--- config.mk ---
export PLATFORM = sky130hd
export DESIGN_NAME = load_store_unit
export DESIGN_NICKNAME = d
export VERILOG_FILES = /design/src/rtl/load_store_unit.sv
export SDC_FILE = /design/constraint.sdc
export NUM_CORES = 1
export LEC_CHECK = 0
export CORE_MARGIN = 2
export CORE_UTILIZATION = 40
export CTS_BUF_LIST = sky130_fd_sc_hd__clkbuf_8
export DETAILED_ROUTE_END_ITERATION = 8
export GPL_TIMING_DRIVEN = 0
export PLACE_DENSITY = 0.85
export SLEW_MARGIN = 20
export SYNTH_ARGS = -nofsm -noshare
export SYNTH_HDL_FRONTEND = slang
export SYNTH_SLANG_ARGS = --single-unit
--- constraint.sdc ---
create_clock -name clk -period 7.7 [get_ports clk]
set_clock_uncertainty 0.15 [all_clocks]
set_input_delay 1.54 -clock clk [delete_from_list [all_inputs] [get_ports clk]]
set_output_delay 1.54 -clock clk [all_outputs]
set_load 0.01 [all_outputs]
--- src/rtl/load_store_unit.sv ---
// Load/store sequencer: turns byte/half/word requests into word reads and
// read-modify-write cycles against a word-wide asynchronous-read memory.
module load_store_unit #(
  parameter int WORD_IDX_W = 8
) (
  input  logic        clk,
  input  logic        rst,
  input  logic        req_valid,
  output logic        req_ready,
  input  logic        req_we,
  input  logic [1:0]  req_size,
  input  logic        req_unsigned,
  input  logic [31:0] req_addr,
  input  logic [31:0] req_wdata,
  output logic        resp_valid,
  output logic [31:0] resp_rdata,
  output logic        resp_err,
  output logic        mem_WE,
  output logic [31:0] mem_A,
  output logic [31:0] mem_WD,
  input  logic [31:0] mem_RD
);

  typedef enum logic [1:0] {IDLE, READ, WRITE, RESP} state_t;

  localparam int ADDR_W = WORD_IDX_W + 2;

  state_t              state;
  state_t              state_next;
  logic [ADDR_W-1:0]   addr_q;
  logic [31:0]         wdata_q;
  logic [31:0]         data_q;
  logic [1:0]          size_q;
  logic                we_q;
  logic                uns_q;
  logic                err_q;
  logic                accept;
  logic                req_err;
  logic [4:0]          lane_shift;
  logic [31:0]         store_merge;
  logic [31:0]         load_ext;

  assign req_ready  = (state == IDLE) && !rst;
  assign accept     = req_valid && req_ready;
  assign lane_shift = {addr_q[1:0], 3'b000};

  // Classify the incoming request as misaligned, illegal size or out of range
  always_comb begin
    req_err = 1'b0;
    if (req_size == 2'b11) req_err = 1'b1;
    if (req_size == 2'b01 && req_addr[0]) req_err = 1'b1;
    if (req_size == 2'b10 && req_addr[1:0] != 2'b00) req_err = 1'b1;
    if (req_addr[31:ADDR_W] != '0) req_err = 1'b1;
  end

  // Next-state selection: errors skip memory, word stores skip the read
  always_comb begin
    state_next = state;
    case (state)
      IDLE: begin
        if (accept) begin
          if (req_err)                 state_next = RESP;
          else if (!req_we)            state_next = READ;
          else if (req_size == 2'b10)  state_next = WRITE;
          else                         state_next = READ;
        end
      end
      READ:    state_next = we_q ? WRITE : RESP;
      WRITE:   state_next = RESP;
      RESP:    state_next = IDLE;
      default: state_next = IDLE;
    endcase
  end

  // State register plus request capture at accept and read-data capture in READ
  always_ff @(posedge clk) begin
    if (rst) begin
      state   <= IDLE;
      addr_q  <= '0;
      wdata_q <= '0;
      data_q  <= '0;
      size_q  <= '0;
      we_q    <= 1'b0;
      uns_q   <= 1'b0;
      err_q   <= 1'b0;
    end else begin
      state <= state_next;
      if (accept) begin
        addr_q  <= req_addr[ADDR_W-1:0];
        wdata_q <= req_wdata;
        size_q  <= req_size;
        we_q    <= req_we;
        uns_q   <= req_unsigned;
        err_q   <= req_err;
      end
      if (state == READ) data_q <= mem_RD;
    end
  end

  // Merge the store lane(s) into the previously read word
  always_comb begin
    store_merge = data_q;
    if (size_q == 2'b00)
      store_merge[lane_shift +: 8] = wdata_q[7:0];
    else if (addr_q[1])
      store_merge[31:16] = wdata_q[15:0];
    else
      store_merge[15:0] = wdata_q[15:0];
  end

  // Pick the load lane and sign- or zero-extend it
  always_comb begin
    load_ext = data_q;
    case (size_q)
      2'b00: begin
        load_ext = {24'b0, data_q[lane_shift +: 8]};
        if (!uns_q && load_ext[7]) load_ext[31:8] = '1;
      end
      2'b01: begin
        load_ext = addr_q[1] ? {16'b0, data_q[31:16]} : {16'b0, data_q[15:0]};
        if (!uns_q && load_ext[15]) load_ext[31:16] = '1;
      end
      default: load_ext = data_q;
    endcase
  end

  // Memory and response outputs, all zero outside their active states
  always_comb begin
    mem_WE     = 1'b0;
    mem_A      = '0;
    mem_WD     = '0;
    resp_valid = 1'b0;
    resp_err   = 1'b0;
    resp_rdata = '0;
    if (state == READ || state == WRITE)
      mem_A = {{(32-WORD_IDX_W){1'b0}}, addr_q[ADDR_W-1:2]};
    if (state == WRITE) begin
      mem_WE = !rst;
      mem_WD = (size_q == 2'b10) ? wdata_q : store_merge;
    end
    if (state == RESP) begin
      resp_valid = 1'b1;
      resp_err   = err_q;
      if (!err_q && !we_q) resp_rdata = load_ext;
    end
  end

endmodule

==> reports/results.md, run 1 <==
| Parameter | This run | Unit |
|:---|:---|:---|
| RSZ-0062 raised after global routing | no | - |
| Launch point of the worst path | addr_q[1] | - |
| Path class of the lowest-slack min-delay path | reg -> reg | - |
| Syn Inst Count | 632 | - |
| Max_slew headroom | 0.490 | - |
| Netlist area before placement | 4940 | sq um |
| Max Fanout on Critical Path | 12 | - |
| Initial core utilization | 0.411 | - |
| Vias in the first global route | 5261 | - |
| Pin count of the biggest net entering global routing | 17 | - |
| DRT iter0 DRCs | 441 | - |
| Period utilization | 0.740 | - |
| Number of buffers inserted by hold repair at cts | 0 | - |
| Overall global routing resource usage | 0.261 | - |
| Count of final setup violators | 0 | - |
| Primary FF master, synth | sky130_fd_sc_hd__dfxtp_1 | - |
| Placed instance count | 980 | - |
| Least setup slack across all paths after layout | 2.00 | ns |
| Final Hold Fails | 0 | - |
| Commonest non-fill, non-tap cell in the layout | sky130_fd_sc_hd__clkdlybuf4s50_1 | - |
| I/O pins | 203 | - |
| X dimension of the die | 115 | um |
| Static leakage | 2.62 | nW |
| Post-synthesis area per instance | 7.82 | sq um |
| Outcome | finished clean | - |
| Clock-pin transition on the worst setup and hold timing paths | 0.10 | ns |
| Top library cells by usage in the layout, fill and taps aside | 178 x sky130_fd_sc_hd__clkdlybuf4s50_1, 98 x sky130_fd_sc_hd__nand2_1, 81 x sky130_fd_sc_hd__dfxtp_1 | - |
| Post-synthesis sequential area ratio | 0.328 | - |
| Arrival time at the worst endpoint | 4.01 | ns |
| Number of antenna violations at the first check in global routing | 0 | - |
| WHS Endpoint | addr_q[5] | - |
| Worst path cell trace | buf_2 > clkinv_1 > ha_1 > nor4bb_1 > clkbuf_1 > a221oi_1 > a2111oi_0 > clkdlybuf4s50_1 | - |
| Yosys top cell by area | sky130_fd_sc_hd__dfxtp_1 | - |
| Startpoint of the worst hold path | addr_q[5] | - |
| Number of buffers between clock root and the deepest sink | 2 | - |
| Routed WL | 17.4 | mm |
| Hold slack final | 0.326 | ns |
| Nets | 957 | - |
| Number of H-tree branching levels | 3 | - |
| Layout Utilization | 0.598 | - |
| Count of instances resized after the clock tree is built | 0 | - |
| Post-synthesis async set-or-reset flop share | 0 | - |
| Highest ir drop seen on vdd | 129 | uV |
| Number of standard cells in the layout, taps in and fillers out | 996 | - |
| Pre-Repair DR Iteration Count | 6 | - |
| Setup Crit Path Kind | reg -> out | - |
| Maximum capacitance violations | 0 | - |
| Number of antenna-violating nets in the routed design | 0 | - |
| Number of clock sinks | 81 | - |
| Highest cell delay on the worst timing path | 0.65 | ns |
| CP max-delay cell | sky130_fd_sc_hd__clkdlybuf4s50_1 | - |
| Terminus of the critical flop-to-flop path | addr_q[0] | - |
| Share of layout cells above drive strength 1 | 0.0660 | - |
| Crit path capture type | output pin | - |
| Setup slack of the most critical reg-to-reg path | 5.25 | ns |
| Transition at the pin with the smallest max-transition slack | 0.764 | ns |
| Vias post-DR | 5391 | - |
| Remaining global-route overflow | 0 | - |
| Floorplan die area | 13300 | sq um |
| CTS Root Buffer Type | sky130_fd_sc_hd__clkbuf_8 | - |
| Count of buffers from port buffering | 178 | - |
| Clock buffer count from CTS | 9 | - |
| Estimated wirelength of the detail-placed design | 13.5 | mm |
| Number of antenna repair diodes | 0 | - |
| Routability-driven placement congestion ratio | 0.975 | - |
| Via count normalized by instance count | 5.41 | - |
| Worst endpoint required time | 6.01 | ns |
| DRC violation count after routing | 0 | - |
| Worst reg2reg path startpoint | state[0] | - |
| Final Max Tran Viols | 0 | - |
| Leading cell types by total area after synthesis | sky130_fd_sc_hd__dfxtp_1 33%, sky130_fd_sc_hd__mux2i_1 11%, sky130_fd_sc_hd__nand2_1 7.4%, sky130_fd_sc_hd__o21ai_0 6.8%, sky130_fd_sc_hd__nand2b_1 5.8% | - |
| Critical Path Source Type | flip-flop | - |
| Portion of synthesized cell area occupied by the leading cell type | 0.328 | - |
| Post-synth EDFFs | 0 | - |
| Clock insertion delay at the later pin of the skew report | 0.35 | ns |
| R2r worst-path depth | 8 | - |
| Post-placement worst setup slack | 2.49 | ns |
| Highest Clock Rate | 175 | MHz |
| Row Count | 40 | - |
| Post-CTS Repair Setup Buffers | 0 | - |
| Power density normalized to cell area | 250 | nW/um^2 |
| Number of distinct library cells after synthesis | 46 | - |
| Area Overhead vs Synth | 45.3 | % |
| Global-route wire length before repair | 27.1 | mm |
| Hold-critical path depth | 2 | - |
| Setup TNS | 0 | ns |
| Final critical delay including setup and external delays | 5.70 | ns |
| Core area | 12000 | sq um |
| Die Span Y | 115 | um |
| YS warnings | 0 | - |
| FF+latch count, synth | 81 | - |
| Final routed wire length divided by cell count | 17.4 | um |
| CTS tree | yes | - |
-- registers in the layout, indices dropped and copies added, names as in the netlist --
| name | flops |
|---|---|
| err_q | 1 |
| data_q | 32 |
| addr_q | 10 |
| uns_q | 1 |
| state | 2 |
| we_q | 1 |
| wdata_q | 32 |
| size_q | 2 |
-- cell usage after synthesis, types with 2 or more instances --
cell / count
sky130_fd_sc_hd__ha_1: 10
sky130_fd_sc_hd__buf_1: 6
sky130_fd_sc_hd__a211oi_1: 4
sky130_fd_sc_hd__dfxtp_1: 81
sky130_fd_sc_hd__mux2_2: 2
sky130_fd_sc_hd__buf_4: 24
sky130_fd_sc_hd__mux2i_1: 52
sky130_fd_sc_hd__o21ai_0: 67
sky130_fd_sc_hd__o221ai_1: 13
sky130_fd_sc_hd__a21oi_1: 5
sky130_fd_sc_hd__clkbuf_1: 28
sky130_fd_sc_hd__nor3b_1: 2
sky130_fd_sc_hd__a2111oi_0: 2
sky130_fd_sc_hd__buf_2: 9
sky130_fd_sc_hd__a211o_1: 6
sky130_fd_sc_hd__and2_1: 10
sky130_fd_sc_hd__o21a_1: 2
sky130_fd_sc_hd__buf_6: 2
sky130_fd_sc_hd__a221oi_1: 32
sky130_fd_sc_hd__nor3_1: 2
sky130_fd_sc_hd__nor4_1: 5
sky130_fd_sc_hd__a22oi_1: 4
sky130_fd_sc_hd__nor2b_1: 7
sky130_fd_sc_hd__nor2_1: 76
sky130_fd_sc_hd__a21boi_0: 4
sky130_fd_sc_hd__nand2_1: 98
sky130_fd_sc_hd__inv_1: 11
sky130_fd_sc_hd__o211a_1: 2
sky130_fd_sc_hd__nand2b_1: 46
sky130_fd_sc_hd__o31ai_1: 4
-- worst max-delay path, delay by kind of cell (launching register included) --
kind | cells | cell delay [ns]
simple gates | 1 | 0.30
buf+inv | 4 | 1.69
fa+ha+maj | 1 | 0.46
compound gates | 2 | 0.72
flops | 1 | 0.48
-- how the worst max path moves through the flow --
stage,endpoint,slack (ns),cells after the start
3_3_place_gp,mem_WD[29],2.47,8
3_5_place_dp,mem_WD[29],2.49,8
2_1_floorplan,mem_WD[29],3.48,7
4_1_cts,mem_WD[29],2.07,8
6_report,mem_WD[29],2.00,8
5_1_grt,mem_WD[29],1.85,8
-- routing by layer --
metal	vias up	share of wire	GRT usage
li1	2593	-	-
met1	2459	0.42	0.344
met2	289	0.46	0.421
met3	50	0.084	0.0501
met4	0	0.038	0.104
met5	-	0	0
-- cell type report --
cell class,instances,area [sq um]
Tap cell,147,184
Sequential cell,81,1620
Clock inverter,7,61.3
Fill cell,1092,4830
Buffer,69,375
Multi-Input combinational cell,493,2980
Inverter,12,45.0
Clock buffer,9,124
Timing Repair Buffer,178,1780
-- report_power, final --
part / internal, mW / switching [mW] / total (mW)
logic: 0.403 / 0.450 / 0.853
clock network: 0.123 / 0.174 / 0.297
registers: 0.512 / 0.132 / 0.644
total: 1.04 / 0.756 / 1.79
-- logic make-up after synthesis --
| family | Yosys count | share of synthesized area |
|---|---|---|
| AND/OR/NAND/NOR | 254 | 0.236 |
| AO/OA/AOI/OAI | 150 | 0.210 |
| buffers and inverters | 81 | 0.0851 |
| flip-flops | 81 | 0.328 |
| multiplexers | 55 | 0.114 |
| adder cells (fa/ha/maj) | 10 | 0.0253 |
| other | 1 | 0.000759 |
-- per-stage QoR --
stage / area, sq um / power [mW]
after global routing: 7180 / 1.90
after global placement: 6990 / 1.47
after detailed placement: 6990 / 1.48
after floorplan: 5030 / 1.14
final: 7180 / 1.79
after CTS: 7180 / 1.78
Power figures use the tool's default switching activity.
==> run 2, diff against run 1 <==
--- a/config.mk
+++ b/config.mk
@@ -10,7 +10,7 @@
 export CTS_BUF_LIST = sky130_fd_sc_hd__clkbuf_8
 export DETAILED_ROUTE_END_ITERATION = 8
 export GPL_TIMING_DRIVEN = 0
-export PLACE_DENSITY = 0.85
+export PLACE_DENSITY = 0.88
 export SLEW_MARGIN = 20
 export SYNTH_ARGS = -nofsm -noshare
 export SYNTH_HDL_FRONTEND = slang
==> constraint.sdc (replaced) <==
create_clock -name clk -period 5.05 [get_ports clk]
set_clock_uncertainty 0.15 [all_clocks]
set_input_delay 1.01 -clock clk [delete_from_list [all_inputs] [get_ports clk]]
set_output_delay 1.01 -clock clk [all_outputs]
set_load 0.01 [all_outputs]
==> run 2 against run 1 <==
Die area is the same. Count of clock-buffer cells in the layout is the same. Power grew 55%. Cell area grew 0.31%. Largest power group unchanged. Routed wire length shrank 0.64%. Clock power grew 66%. Setup slack lost 1.8 ns.
==> reports/results.md, run 2 (synthesized netlist as in run 1, its figures left out) <==
| Parameter | This run | Unit | Change |
|:---|:---|:---|:---|
| Clock buffer count from CTS | 9 | - | unchanged |
| Critical Path Source Type | flip-flop | - |  |
| Number of antenna violations at the first check in global routing | 0 | - | unchanged |
| Share of layout cells above drive strength 1 | 0.0683 | - | +0.00236 |
| Regs by FF count | data_q (32), wdata_q (32), addr_q (10) | - |  |
| Die Span Y | 115 | um | unchanged |
| Routability-driven placement congestion ratio | 0.983 | - | +0.74% |
| Met1 routing resource usage after global routing | 0.331 | - | -0.0138 |
| Worst path cell trace | buf_2 > clkinvlp_4 > ha_1 > nor4bb_1 > clkbuf_2 > a221oi_1 > a2111oi_1 > clkdlybuf4s50_1 | - |  |
| Power density normalized to cell area | 386 | nW/um^2 | +54% |
| Vias post-DR | 5432 | - | +0.76% |
| Arrival time at the worst endpoint | 3.66 | ns | -0.35 ns |
| Final routed wire length divided by cell count | 17.3 | um | -0.64% |
| Static leakage | 2.63 | nW | +0.59% |
| Number of antenna repair diodes | 0 | - | unchanged |
| Count of final setup violators | 0 | - | unchanged |
| Highest ir drop seen on vdd | 192 | uV | +48% |
| Setup Crit Path Kind | reg -> out | - |  |
| Highest Clock Rate | 208 | MHz |  |
| Outcome | finished clean | - |  |
| Final critical delay including setup and external delays | 4.82 | ns |  |
| Max_slew headroom | 0.491 | - | +0.00119 |
| Core area | 12000 | sq um | unchanged |
| Transition at the pin with the smallest max-transition slack | 0.756 | ns | -0.00812 ns |
| Worst endpoint required time | 3.89 | ns | -2.12 ns |
| Period utilization | 0.954 | - |  |
| Top library cells by usage in the layout, fill and taps aside | 178 x sky130_fd_sc_hd__clkdlybuf4s50_1, 98 x sky130_fd_sc_hd__nand2_1, 81 x sky130_fd_sc_hd__dfxtp_1 | - |  |
| Crit path capture type | output pin | - |  |
| Number of buffers inserted by hold repair at cts | 0 | - | unchanged |
| Global-route wire length before repair | 26.6 | mm | -1.8% |
| Final Max Tran Viols | 0 | - | unchanged |
| DRC violation count after routing | 0 | - | unchanged |
| Pin count of the biggest net entering global routing | 16 | - | -1 |
| Number of H-tree branching levels | 3 | - | unchanged |
| Gr busiest metal | met2 | - |  |
| Max Fanout on Critical Path | 12 | - | unchanged |
| Maximum capacitance violations | 0 | - | unchanged |
| Routed WL | 17.3 | mm | -0.64% |
| GRT met3 Usage | 0.0554 | - | +0.00527 |
| Post-CTS Repair Setup Buffers | 0 | - | unchanged |
| X dimension of the die | 115 | um | unchanged |
| Nets | 957 | - | unchanged |
| Area Overhead vs Synth | 45.7 | % |  |
| Final Hold Fails | 0 | - | unchanged |
| I/O pins | 203 | - | unchanged |
| Setup TNS | 0 | ns | unchanged |
| Vias in the first global route | 5188 | - | -1.4% |
| Commonest non-fill, non-tap cell in the layout | sky130_fd_sc_hd__clkdlybuf4s50_1 | - |  |
| DRT iter0 DRCs | 545 | - | +24% |
| Path class of the lowest-slack min-delay path | reg -> reg | - |  |
| Total power | 2.78 | mW | +55% |
| Highest cell delay on the worst timing path | 0.63 | ns | -0.02 ns |
| Number of clock sinks | 81 | - | unchanged |
| Number of antenna-violating nets in the routed design | 0 | - | unchanged |
| Via count normalized by instance count | 5.45 | - | +0.76% |
| Met2 layer usage reported by global route | 0.422 | - | +0.00118 |
| Clock-pin transition on the worst setup and hold timing paths | 0.09 | ns | about the same |
| Clock insertion delay at the later pin of the skew report | 0.36 | ns | about the same |
| Overall global routing resource usage | 0.258 | - | -0.00353 |
| Remaining global-route overflow | 0 | - | unchanged |
| Estimated wirelength of the detail-placed design | 13.3 | mm | -1.3% |
| Pre-Repair DR Iteration Count | 6 | - | unchanged |
| Post-Place Cell Area | 6990 | sq um | unchanged |
| Count of instances resized after the clock tree is built | 1 | - | +1 |
| CTS tree | yes | - |  |
| Hold slack final | 0.325 | ns | -0.000200 ns |
| Initial core utilization | 0.411 | - | unchanged |
| Row Count | 40 | - | unchanged |
| Count of buffers from port buffering | 178 | - | unchanged |
| RSZ-0062 raised after global routing | no | - |  |
| Floorplan die area | 13300 | sq um | unchanged |
| Number of buffers between clock root and the deepest sink | 2 | - | unchanged |
| Final standard cell area without fillers | 7200 | sq um | +0.31% |
| CTS Root Buffer Type | sky130_fd_sc_hd__clkbuf_8 | - |  |
| CP max-delay cell | sky130_fd_sc_hd__clkdlybuf4s50_1 | - |  |
## run 2: where the power goes
part | switching (mW) | total, mW | internal [mW]
combinational | 0.689 | 1.30 | 0.615
clock | 0.260 | 0.494 | 0.234
sequential | 0.197 | 0.978 | 0.781
## run 2: worst paths after layout
check,startpoint,slack (ns),cells past startpoint,end
setup / recovery,addr_q[1],0.23,8,mem_WD[29]
hold / removal,wdata_q[23],0.33,2,wdata_q[23]
setup reg to reg,state[0],2.58,8,addr_q[0]
hold reg to reg,wdata_q[23],0.33,2,wdata_q[23]
## run 2: final cells by class
type                    count  area, sq um
fillers                  1081         4810
flip-flops and latches     81         1620
repair buffers            178         1780
well taps                 147          184
multi-input cells         493         2990
inverters                  12         48.8
plain buffers              69          377
clock inverters             7         77.6
clock buffers               9          124
## run 2: per-stage QoR
stage               setup slack (ns)   util  cells
floorplan                       1.36      -    655
global placement               0.405  0.582    980
detailed placement             0.414  0.582    980
CTS                           0.0703  0.599    996
global route                  0.0783  0.599    996
finish                         0.233  0.599    996
## run 2: worst max-delay path: cells and delay by family (launching register included)
kind / cells / cell delay (ns)
AND/OR/NAND/NOR: 1 / 0.30
buffers and inverters: 4 / 1.51
adder cells (fa/ha/maj): 1 / 0.41
flip-flops: 1 / 0.46
AO/OA/AOI/OAI: 2 / 0.62
## run 2: per-layer routing
layer | part of all wire | vias to the layer above
met1 | 0.41 | 2497
met5 | 0 | -
li1 | - | 2595
met2 | 0.47 | 289
met3 | 0.085 | 51
met4 | 0.036 | 0
==> run 3, diff against run 2 <==
--- a/config.mk
+++ b/config.mk
@@ -5,8 +5,11 @@
 export SDC_FILE = /design/constraint.sdc
 export NUM_CORES = 1
 export LEC_CHECK = 0
+export ABC_CLOCK_PERIOD_IN_PS = 5050
+export CELL_PAD_IN_SITES_DETAIL_PLACEMENT = 1
+export CELL_PAD_IN_SITES_GLOBAL_PLACEMENT = 1
 export CORE_MARGIN = 2
-export CORE_UTILIZATION = 40
+export CORE_UTILIZATION = 28
 export CTS_BUF_LIST = sky130_fd_sc_hd__clkbuf_8
 export DETAILED_ROUTE_END_ITERATION = 8
 export GPL_TIMING_DRIVEN = 0
==> run 3 against run 2 <==
First-iteration DRC count decreased by 58%. Cell count increased by 7.7%. Clock power decreased by 14%. Critical endpoint is now mem_WD[24]. Largest cell class unchanged.
==> reports/results.md, run 3 (synthesized netlist as in run 1, its figures left out) <==
| Parameter | This run | Unit | Change |
|:---|:---|:---|:---|
| Vias in the first global route | 5595 | - | +7.8% |
| Register area | 1620 | sq um | unchanged |
| DRC violation count after routing | 0 | - | unchanged |
| RSZ-0062 raised after global routing | no | - |  |
| CTS Root Buffer Type | sky130_fd_sc_hd__clkbuf_8 | - |  |
| WHS Endpoint | addr_q[5] | - |  |
| Post-placement worst setup slack | 0.345 | ns | -0.0693 ns |
| Pre-Repair DR Iteration Count | 5 | - | -1 |
| Global-route wire length before repair | 31.0 | mm | +16% |
| Overall global routing resource usage | 0.219 | - | -0.0383 |
| DRT iter0 DRCs | 229 | - | -58% |
| Power density normalized to cell area | 378 | nW/um^2 | -1.9% |
| Final standard cell area without fillers | 7260 | sq um | +0.85% |
| Vias post-DR | 5409 | - | -0.42% |
| R2r worst-path depth | 8 | - | unchanged |
| Multi-input gate area | 2990 | sq um | +0.17% |
| Max Fanout on Critical Path | 12 | - | unchanged |
| Via count normalized by instance count | 5.04 | - | -7.6% |
| Setup TNS | 0 | ns | unchanged |
| Setup slack of the most critical reg-to-reg path | 2.62 | ns | +0.04 ns |
| Regs by FF count | data_q (32), wdata_q (32), addr_q (10) | - |  |
| Terminus of the critical flop-to-flop path | addr_q[0] | - |  |
| Final critical delay including setup and external delays | 4.83 | ns | +0.00937 ns |
| Worst reg2reg path startpoint | state[0] | - |  |
| Routability-driven placement congestion ratio | 0.924 | - | -6.0% |
| Final routed wire length divided by cell count | 18.8 | um | +8.4% |
| Startpoint of the worst hold path | addr_q[5] | - |  |
| CP max-delay cell | sky130_fd_sc_hd__clkdlybuf4s50_1 | - |  |
| Post-CTS Repair Setup Buffers | 0 | - | unchanged |
| Clock insertion delay at the later pin of the skew report | 0.38 | ns | +0.02 ns |
| Share of layout cells above drive strength 1 | 0.0660 | - | -0.00228 |
| Initial core utilization | 0.286 | - | -0.126 |
| Critical Path Source Type | flip-flop | - |  |
| Floorplan die area | 18700 | sq um | +41% |
| Final Max Tran Viols | 0 | - | unchanged |
| Highest cell delay on the worst timing path | 0.60 | ns | -0.03 ns |
| Setup Crit Path Kind | reg -> out | - |  |
| Count of buffers from port buffering | 178 | - | unchanged |
| Number of buffers between clock root and the deepest sink | 2 | - | unchanged |
| Row Count | 48 | - | +20% |
| Worst endpoint required time | 3.89 | ns | about the same |
| Commonest non-fill, non-tap cell in the layout | sky130_fd_sc_hd__clkdlybuf4s50_1 | - |  |
| Remaining global-route overflow | 0 | - | unchanged |
| Path class of the lowest-slack min-delay path | reg -> reg | - |  |
| Arrival time at the worst endpoint | 3.67 | ns | about the same |
| Die Span Y | 137 | um | +19% |
| Hold-critical path depth | 2 | - | unchanged |
| Maximum capacitance violations | 0 | - | unchanged |
| Estimated wirelength of the detail-placed design | 16.0 | mm | +20% |
| I/O pins | 203 | - | unchanged |
| Top library cells by usage in the layout, fill and taps aside | 178 x sky130_fd_sc_hd__clkdlybuf4s50_1, 98 x sky130_fd_sc_hd__nand2_1, 81 x sky130_fd_sc_hd__dfxtp_1 | - |  |
| Count of instances resized after the clock tree is built | 2 | - | +1 |
| Final Hold Fails | 0 | - | unchanged |
| Clock-pin transition on the worst setup and hold timing paths | 0.08 | ns | about the same |
| Number of clock sinks | 81 | - | unchanged |
| Number of buffers inserted by hold repair at cts | 0 | - | unchanged |
| Count of final setup violators | 0 | - | unchanged |
| Period utilization | 0.956 | - | +0.00186 |
| X dimension of the die | 137 | um | +19% |
| Post-Place Cell Area | 7090 | sq um | +1.4% |
| Number of antenna repair diodes | 0 | - | unchanged |
| Clock buffer count from CTS | 9 | - | unchanged |
| Least setup slack across all paths after layout | 0.224 | ns | -0.00937 ns |
| Number of antenna-violating nets in the routed design | 0 | - | unchanged |
| Nets | 957 | - | unchanged |
| Routed WL | 20.2 | mm | +17% |
| Crit path capture type | output pin | - |  |
| Worst path cell trace | buf_2 > clkinv_2 > ha_1 > nor4bb_1 > clkbuf_2 > a221oi_1 > a211o_1 > a21boi_0 > clkdlybuf4s50_1 | - |  |
| Filler Cell Count | 2138 | - | +98% |
| Core area | 17300 | sq um | +44% |
| Number of antenna violations at the first check in global routing | 0 | - | unchanged |
| Highest Clock Rate | 207 | MHz | -0.19% |
| Outcome | finished clean | - |  |
| Pin count of the biggest net entering global routing | 13 | - | -3 |
| CTS tree | yes | - |  |
| Area Overhead vs Synth | 47.0 | % |  |
| Transition at the pin with the smallest max-transition slack | 0.820 | ns | +0.0642 ns |
| Number of H-tree branching levels | 3 | - | unchanged |
| Static leakage | 2.62 | nW | -0.31% |
| Highest ir drop seen on vdd | 165 | uV | -14% |
| Max_slew headroom | 0.448 | - | -0.0433 |
[run 3: cell count changes in the layout (fill, tap and decap cells not counted)]
cell                         delta
sky130_fd_sc_hd__clkbuf_8       +1
sky130_fd_sc_hd__clkinv_2       +2
sky130_fd_sc_hd__inv_1          +2
sky130_fd_sc_hd__a2111oi_1      -1
sky130_fd_sc_hd__inv_6          -3
sky130_fd_sc_hd__clkinv_4       -1
sky130_fd_sc_hd__a2111oi_2      +1
sky130_fd_sc_hd__bufinv_16      -1
sky130_fd_sc_hd__clkinvlp_4     -1
[run 3: where the power goes]
group | total [mW] | internal (mW) | switching [mW]
Sequential | 0.982 | 0.782 | 0.201
Combinational | 1.34 | 0.617 | 0.719
Clock | 0.427 | 0.184 | 0.243
[run 3: through the flow]
stage	utilization	total power [mW]	cells	hold WS, ns
3_3_place_gp	0.410	2.27	1058	0.306
5_1_grt	0.420	2.93	1073	0.359
2_1_floorplan	-	1.74	655	0.295
6_report	0.420	2.74	1073	0.324
3_5_place_dp	0.410	2.31	1058	0.313
4_1_cts	0.419	2.75	1073	0.331
[run 3: how the worst max path moves through the flow]
stage / startpoint / cells after the start / end / slack [ns]
global placement: addr_q[1] / 8 / mem_WD[29] / 0.29
finish: addr_q[1] / 9 / mem_WD[24] / 0.22
global route: addr_q[1] / 9 / mem_WD[28] / 0.06
detailed placement: addr_q[1] / 8 / mem_WD[29] / 0.34
floorplan: addr_q[1] / 7 / mem_WD[29] / 1.36
CTS: addr_q[1] / 8 / mem_WD[29] / 0.16
[run 3: cell type report]
cell class                      count  area share
Timing Repair Buffer              178       0.245
Tap cell                          225      0.0388
Clock inverter                      5     0.00345
Inverter                           12     0.00638
Sequential cell                    81       0.223
Buffer                             69      0.0519
Clock buffer                       10      0.0190
Multi-Input combinational cell    493       0.412
[run 3: critical path: cells and delay by family, from the launching register on]
| kind | cells | cell delay (ns) |
|---|---|---|
| flip-flops | 1 | 0.47 |
| AO/OA/AOI/OAI | 3 | 0.67 |
| adder cells (fa/ha/maj) | 1 | 0.40 |
| buffers and inverters | 4 | 1.42 |
| AND/OR/NAND/NOR | 1 | 0.33 |
[run 3: routing by layer]
metal	share of wire	global-route usage	vias up
li1	-	-	2590
met1	0.43	0.279	2579
met2	0.47	0.359	196
met3	0.062	0.0381	44
met4	0.042	0.105	0
met5	0	0	-
